`src/rtl/uart_rx_fifo.sv`:
```
// UART receiver: 2-flop RX synchroniser, mid-bit 3-sample majority vote, per-frame config latch, FIFO of {ferr, perr, data}.
// Latency: an entry is pushed at the vote of the last checked stop bit and shows on m_valid one cycle later.
// Backpressure: m_valid/m_ready pop; a push into a full FIFO with no pop that cycle is dropped and sets sticky overrun.
// Ports: clk/rst (async, active low); baud_div, data_bits, stop_bits and parity are sampled at each start bit;
//   RX is the raw serial line; m_data/m_perr/m_ferr/m_valid/m_ready form the read stream; fifo_level is the entry count;
//   overrun and idle_irq are sticky and cleared by irq_clear; break_det is a one-cycle pulse.
module uart_rx_fifo #(
  parameter int DIV_W      = 16,
  parameter int FIFO_DEPTH = 64,
  parameter int IDLE_BITS  = 10
) (
  input  logic                            clk,
  input  logic                            rst,
  input  logic [DIV_W-1:0]                baud_div,
  input  logic [3:0]                      data_bits,
  input  logic [1:0]                      stop_bits,
  input  logic [1:0]                      parity,
  input  logic                            RX,
  output logic [7:0]                      m_data,
  output logic                            m_perr,
  output logic                            m_ferr,
  output logic                            m_valid,
  input  logic                            m_ready,
  output logic [$clog2(FIFO_DEPTH):0]     fifo_level,
  output logic                            overrun,
  output logic                            break_det,
  output logic                            idle_irq,
  input  logic                            irq_clear
);
  localparam int AW = $clog2(FIFO_DEPTH);
  localparam int LW = AW + 1;

  typedef enum logic [2:0] {S_IDLE, S_START, S_DATA, S_PARITY, S_STOP, S_BREAK_WAIT} state_t;

  state_t r_state, w_next;

  logic             r_sync1, r_sync2, r_rxs_d;
  logic [DIV_W-1:0] r_div, r_bc;
  logic [3:0]       r_nbits;
  logic             r_stop2, r_par_en, r_par_odd;
  logic             r_s0, r_s1;
  logic [2:0]       r_bitidx;
  logic [7:0]       r_data;
  logic             r_pbit, r_perr, r_ferr, r_stop_idx;
  logic [9:0]       r_mem [FIFO_DEPTH];
  logic [AW-1:0]    r_wptr, r_rptr;
  logic [LW-1:0]    r_level;
  logic             r_overrun, r_break, r_idle_irq, r_idle_arm;
  logic [31:0]      r_idle_cnt;

  logic             w_rxs, w_start, w_decide, w_vote, w_push, w_break;
  logic             w_pop, w_full, w_wr, w_ovr_set, w_idle_set, w_last_data;
  logic [DIV_W-1:0] w_half;
  logic [9:0]       w_entry, w_head;
  logic [31:0]      w_idle_target;

  assign w_rxs       = r_sync2;
  assign w_start     = (r_state == S_IDLE) && r_rxs_d && !w_rxs;
  assign w_half      = r_div >> 1;
  assign w_decide    = (r_bc == w_half + DIV_W'(1));
  // At the decision point the third sample is the live synchronised value.
  assign w_vote      = (r_s0 & r_s1) | (r_s0 & w_rxs) | (r_s1 & w_rxs);
  assign w_last_data = ({1'b0, r_bitidx} == r_nbits - 4'd1);
  assign w_entry     = {r_ferr | ~w_vote, r_perr, r_data};

  always_ff @(posedge clk or negedge rst) begin
    if (!rst) begin
      r_sync1 <= 1'b1;
      r_sync2 <= 1'b1;
      r_rxs_d <= 1'b1;
    end else begin
      r_sync1 <= RX;
      r_sync2 <= r_sync1;
      r_rxs_d <= r_sync2;
    end
  end

  always_ff @(posedge clk or negedge rst) begin
    if (!rst) r_state <= S_IDLE;
    else      r_state <= w_next;
  end

  always_comb begin
    w_next  = r_state;
    w_push  = 1'b0;
    w_break = 1'b0;
    case (r_state)
      S_IDLE:   if (w_start) w_next = S_START;
      S_START:  if (w_decide) w_next = w_vote ? S_IDLE : S_DATA;
      S_DATA:   if (w_decide && w_last_data) w_next = r_par_en ? S_PARITY : S_STOP;
      S_PARITY: if (w_decide) w_next = S_STOP;
      S_STOP: begin
        if (w_decide) begin
          if (!r_stop_idx && !w_vote && (r_data == 8'd0) && !r_pbit) begin
            w_break = 1'b1;
            w_next  = S_BREAK_WAIT;
          end else if (!r_stop_idx && r_stop2) begin
            w_next = S_STOP;
          end else begin
            w_push = 1'b1;
            w_next = S_IDLE;
          end
        end
      end
      S_BREAK_WAIT: if (w_rxs) w_next = S_IDLE;
      default:  w_next = S_IDLE;
    endcase
  end

  // Bit timing and frame datapath; configuration is captured only at start detection.
  always_ff @(posedge clk or negedge rst) begin
    if (!rst) begin
      r_div      <= '0;
      r_bc       <= '0;
      r_nbits    <= 4'd8;
      r_stop2    <= 1'b0;
      r_par_en   <= 1'b0;
      r_par_odd  <= 1'b0;
      r_s0       <= 1'b1;
      r_s1       <= 1'b1;
      r_bitidx   <= '0;
      r_data     <= '0;
      r_pbit     <= 1'b0;
      r_perr     <= 1'b0;
      r_ferr     <= 1'b0;
      r_stop_idx <= 1'b0;
    end else begin
      if (w_start || (r_bc == r_div - DIV_W'(1))) r_bc <= '0;
      else                                         r_bc <= r_bc + DIV_W'(1);
      if (r_bc == w_half - DIV_W'(1)) r_s0 <= w_rxs;
      if (r_bc == w_half)             r_s1 <= w_rxs;
      if (w_start) begin
        r_div      <= baud_div;
        r_nbits    <= (data_bits >= 4'd5 && data_bits <= 4'd8) ? data_bits : 4'd8;
        r_stop2    <= (stop_bits == 2'b10);
        r_par_en   <= (parity == 2'b01) || (parity == 2'b10);
        r_par_odd  <= (parity == 2'b10);
        r_bitidx   <= '0;
        r_data     <= '0;
        r_pbit     <= 1'b0;
        r_perr     <= 1'b0;
        r_ferr     <= 1'b0;
        r_stop_idx <= 1'b0;
      end else if (w_decide) begin
        case (r_state)
          S_DATA: begin
            r_data[r_bitidx] <= w_vote;
            r_bitidx         <= r_bitidx + 3'd1;
          end
          S_PARITY: begin
            r_pbit <= w_vote;
            // XOR of data and parity bit must be 0 for even, 1 for odd.
            r_perr <= (^r_data) ^ w_vote ^ r_par_odd;
          end
          S_STOP: begin
            r_ferr     <= r_ferr | ~w_vote;
            r_stop_idx <= 1'b1;
          end
          default: ;
        endcase
      end
    end
  end

  // FIFO: when full, a push is only taken if the head leaves in the same cycle.
  assign m_valid   = (r_level != '0);
  assign w_pop     = m_valid && m_ready;
  assign w_full    = (r_level == LW'(FIFO_DEPTH));
  assign w_wr      = w_push && (!w_full || w_pop);
  assign w_ovr_set = w_push && w_full && !w_pop;
  assign w_head    = r_mem[r_rptr];
  assign m_data    = m_valid ? w_head[7:0] : 8'd0;
  assign m_perr    = m_valid && w_head[8];
  assign m_ferr    = m_valid && w_head[9];
  assign fifo_level = r_level;

  always_ff @(posedge clk) begin
    if (w_wr) r_mem[r_wptr] <= w_entry;
  end

  always_ff @(posedge clk or negedge rst) begin
    if (!rst) begin
      r_wptr  <= '0;
      r_rptr  <= '0;
      r_level <= '0;
    end else begin
      if (w_wr)  r_wptr <= r_wptr + AW'(1);
      if (w_pop) r_rptr <= r_rptr + AW'(1);
      if (w_wr && !w_pop)      r_level <= r_level + LW'(1);
      else if (!w_wr && w_pop) r_level <= r_level - LW'(1);
    end
  end

  // Idle timeout: counter starts at 1 on the push cycle so the flag is visible IDLE_BITS*div cycles after it.
  assign w_idle_target = 32'(IDLE_BITS) * 32'(r_div);
  assign w_idle_set    = r_idle_arm && !w_push && w_rxs && (r_state == S_IDLE) &&
                         (r_idle_cnt + 32'd1 == w_idle_target);

  always_ff @(posedge clk or negedge rst) begin
    if (!rst) begin
      r_idle_arm <= 1'b0;
      r_idle_cnt <= '0;
    end else if (w_push) begin
      r_idle_arm <= 1'b1;
      r_idle_cnt <= 32'd1;
    end else if (r_idle_arm) begin
      if (!w_rxs) begin
        r_idle_cnt <= '0;
      end else if (r_state == S_IDLE) begin
        r_idle_cnt <= r_idle_cnt + 32'd1;
        if (w_idle_set) r_idle_arm <= 1'b0;
      end
    end
  end

  // Sticky flags: a set event in the same cycle as irq_clear wins.
  always_ff @(posedge clk or negedge rst) begin
    if (!rst) begin
      r_overrun  <= 1'b0;
      r_idle_irq <= 1'b0;
      r_break    <= 1'b0;
    end else begin
      r_break <= w_break;
      if (w_ovr_set)      r_overrun <= 1'b1;
      else if (irq_clear) r_overrun <= 1'b0;
      if (w_idle_set)     r_idle_irq <= 1'b1;
      else if (irq_clear) r_idle_irq <= 1'b0;
    end
  end

  assign overrun   = r_overrun;
  assign break_det = r_break;
  assign idle_irq  = r_idle_irq;

endmodule

```
`config.mk`:
```
export PLATFORM = sky130hd
export DESIGN_NAME = uart_rx_fifo
export DESIGN_NICKNAME = d
export VERILOG_FILES = /design/src/rtl/uart_rx_fifo.sv
export SDC_FILE = /design/constraint.sdc
export NUM_CORES = 1
export LEC_CHECK = 0
export BUFFER_PORTS_ARGS = -buffer_cell sky130_fd_sc_hd__buf_2
export CORE_ASPECT_RATIO = 0.75
export CORE_MARGIN = 2
export CORE_UTILIZATION = 45
export DETAILED_ROUTE_END_ITERATION = 8
export PLACE_DENSITY_LB_ADDON = 0.2
export SETUP_SLACK_MARGIN = 0.05
export SYNTH_ARGS = -nofsm -noshare
export SYNTH_HDL_FRONTEND = slang
export SYNTH_SLANG_ARGS = --single-unit
export TNS_END_PERCENT = 50
```
`constraint.sdc`:
```
create_clock -name clk -period 7.9 [get_ports clk]
set_clock_uncertainty 0.2 [all_clocks]
set_input_delay 1.58 -clock clk [delete_from_list [all_inputs] [get_ports clk]]
set_output_delay 1.58 -clock clk [all_outputs]
set_load 0.02 [all_outputs]
```
==> run_results.csv <==
group,metric,value,unit
worst_hold_path,hold_class,"flip-flop to flip-flop",
cts,cts_buffer_depth,3,
power_and_ir_drop,leakage,13.9,nW
timing,worst_slack,2050,ps
worst_setup_path,worstPathRequired,6120,ps
worst_setup_path,crit_arrival,4070,ps
worst_setup_path,startpoint_type,"flip-flop",
floorplan,die_area,77600,um^2
logic_synthesis,synth_top_area_share,56.7,%
cts,h-tree-depth,3,
logic_synthesis,synthAdderAreaFrac,1.96,%
power_and_ir_drop,p_int,0.00792,W
logic_synthesis,synth_edf_count,640,
cts,numCtsBuffers,76,
timing,finalMaxSlewViolations,0,
worst_setup_path,reg2reg_to,"r_mem[44][6]",
timing,setup_viol,0,
timing,final.setup.tns,0,ps
global_route,grt_pass1_vias,19100,
global_route,grt_usage,21.5,%
routing,via_per_inst,5.98,
placed_design,pre_cts_ws,2620,ps
routing,post-route-drc-count,0,
placed_design,portBuffers,49,
logic_synthesis,synth_mux_area_share,14.6,%
logic_synthesis,ys.flop_type,"edfxtp_1",
worst_hold_path,min_to,"r_sync2",
logic_synthesis,synth_cell_types,80,
power_and_ir_drop,p_switching,0.00350,W
placed_design,gp_congestion,0.891,
cts,clkTransAtPathRegs,70,ps
logic_synthesis,netlist_area,33900,um^2
status,status,"completed",
flow_run,drv_cap,0,
cts,cts_resized,0,
final_layout,nNetsFinal,2230,
floorplan,coreArea,74900,um^2
logic_synthesis,syn_area_per_cell,16.1,um^2
timing,slew_headroom,7.22,%
timing,period_share,74.1,%
worst_setup_path,crit_type,"flip-flop to output port",
floorplan,io_pins,50,
logic_synthesis,postSynth.asyncResetShare,15.5,%
cts,tritoncts,"done",
logic_synthesis,synthCells,2100,
floorplan,fp.dieH,242,um
logic_synthesis,synthXorXnorAreaFrac,3.74,%
logic_synthesis,synth-compound-area-share,4.13,%
routing,drt_pass1_iterations,5,
power_and_ir_drop,power.share.clock,33.0,%
cts,post-cts-setup-buffers,0,
worst_hold_path,hold_depth,0,
timing,fmax,171,MHz
timing,hold_viol,0,
floorplan,initial_utilization,45.3,%
power_and_ir_drop,seqPwrFrac,42.5,%
worst_setup_path,r2r_setup_slack,2870,ps
logic_synthesis,synth_nets,2180,
logic_synthesis,synth_top_family_by_area,"multiplexers",
timing,rsz0062_at_grt,"no",
worst_setup_path,end_kind,"output port",
final_layout,fillers,6095,
global_route,grt_max_degree,84,
worst_setup_path,reg2reg_depth,10,
cts,numClockSinks,757,
power_and_ir_drop,power-per-cell-area,301,nW/um^2
placed_design,dp_hpwl,50800,um
timing,worst_pin_slew,1390,ps
routing,ant_nets,0,
worst_setup_path,reg2reg_from,"r_data[4]",
routing,wl_per_cell,25.6,um
worst_hold_path,min_from,"r_sync1",
logic_synthesis,synth_simple_gate_area_share,8.22,%
routing,routed_wl,81600,um
floorplan,die_w,321,um
worst_setup_path,worstPathMaxFanout,83,
cts,cts-root-buf,"clkbuf_16",
routing,drt-initial-drc-count,2483,
logic_synthesis,ys_seq_area_share,65.4,%
logic_synthesis,synth_warnings,0,
power_and_ir_drop,p_sw_share,30.6,%
timing,min_period,5850,ps
logic_synthesis,yosys.area.top_type,"edfxtp_1",
cts,hold_buffers,0,
final_layout,area_delta_synth_final,11.7,%
power_and_ir_drop,comb_power_share,24.5,%
global_route,grt_pass1_wl,125000,um
logic_synthesis,synth_seq_cells,757,
timing,hold_slack,179,ps
cts,clk_latency,630,ps
routing,vias,19100,
logic_synthesis,yosys-top-cells-area,"edfxtp_1 (57%), mux4_2 (14%), dfrtp_1 (8.2%), xnor2_1 (2.2%), ha_1 (1.8%)",
global_route,antenna_found_initial,5,
power_and_ir_drop,ir_drop,0.000211,V
floorplan,rows,87,
final_layout,final_layout_size_suffix_gt1_share,21.3,%
global_route,grt_overflow,0,
-- state kept, by name, indices dropped and copies added (netlist names), 3 cells and up --
signal,flops
r_bitidx,3
r_data,8
r_div,16
r_idle_cnt,32
r_rptr,6
r_state,3
r_mem,640
r_wptr,6
fifo_level,7
r_bc,16
r_nbits,4
-- Yosys cell counts, types with 12 or more instances --
library cell    n
nand3_1        53
nand2_1       160
nor3_1         28
clkbuf_1       80
o22ai_1        13
and4_1         12
nand4_1        24
dfrtp_1       111
a22o_1         17
mux4_2        210
a21oi_1        38
xor2_1         42
buf_1          21
inv_1          38
o31ai_1        13
edfxtp_1      640
nor2_1        137
buf_2          20
nor4_1         15
mux2i_1        16
o21ai_0        46
ha_1           49
nor2b_1        21
and3_1         29
xnor2_1        87
-- per-stage QoR --
step	utilization, %	cells	total power (W)	instance area (um^2)
final	50.6	3191	0.0114	37900
after CTS	50.6	3189	0.0115	37900
after detailed placement	47.1	3051	0.00773	35300
after floorplan	-	2100	0.00704	33900
after global placement	47.1	3051	0.00768	35300
after global routing	50.6	3189	0.0120	37900
-- power groups by stage --
stage	registers, W	logic, W	clock network (W)
floorplan	0.00459	0.00246	0
global placement	0.00493	0.00276	0
detailed placement	0.00494	0.00279	0
CTS	0.00486	0.00281	0.00384
global route	0.00489	0.00307	0.00400
finish	0.00486	0.00279	0.00377
-- area by class of cell --
class                   instances  area, um^2  share of cell area (%)
clock buffers                  88        2000                    5.28
repair buffers                100         672                    1.77
inverters                      39         146                   0.386
diodes                          2        5.00                  0.0132
well taps                     979        1220                    3.23
flip-flops and latches        757       22200                    58.5
multi-input cells            1176       11100                    29.2
clock inverters                50         592                    1.56
-- layer usage --
layer  routed length, um  vias to the layer above  share of wire, %  global-route usage [%]
met4                1920                        0               2.3                    5.95
li1                    -                     8339                 -                       -
met5                   0                        -                 0                       0
met1               37300                     9890                46                    33.3
met3                5480                      119               6.7                    3.19
met2               36900                      726                45                    31.7
-- critical path: stages (launching register included) --
cell and delay (ps):
dfrtp_4 1040, buf_12 460, mux4_2 400, mux4_2 550, mux4_2 480, nor2b_1 160, buf_2 210
-- logic make-up (layout without fill, tap and decap cells) --
group,count (synthesis),after routing
XOR/XNOR,135,135
AO/OA/AOI/OAI,208,208
multiplexers,230,230
adder cells (fa/ha/maj),52,52
flip-flops,757,757
AND/OR/NAND/NOR,551,551
buffers and inverters,167,277
other,0,2
-- worst max-delay path by stage --
stage / startpoint / depth (start not counted) / endpoint
2_1_floorplan: r_rptr[0] / 7 / m_ferr
3_3_place_gp: r_rptr[0] / 6 / m_data[6]
3_5_place_dp: r_rptr[0] / 6 / m_data[0]
4_1_cts: r_rptr[0] / 6 / m_data[0]
5_1_grt: r_rptr[0] / 6 / m_data[0]
6_report: r_rptr[1] / 6 / m_data[1]
-- layout by cell type (no fill, tap or decap), types with 13 or more instances in the layout --
cell type  netlist  layout
nor4_1          15      15
edfxtp_1       640     640
o31ai_1         13      13
and3_1          29      29
xnor2_1         87      87
o21ai_0         46      46
nand3_1         53      53
mux2i_1         16      16
mux4_2         210     210
a21oi_1         38      38
nand2_1        160     160
a22o_1          17      17
buf_4            4      48
clkinv_1         1      16
buf_2           20      48
xor2_1          42      42
inv_1           38      38
ha_1            49      49
nand4_1         24      24
o22ai_1         13      13
nor3_1          28      28
nor2b_1         21      21
nor2_1         137     134
dfrtp_1        111      98
clkbuf_16        0      78
(Power assumes the default switching activity.)
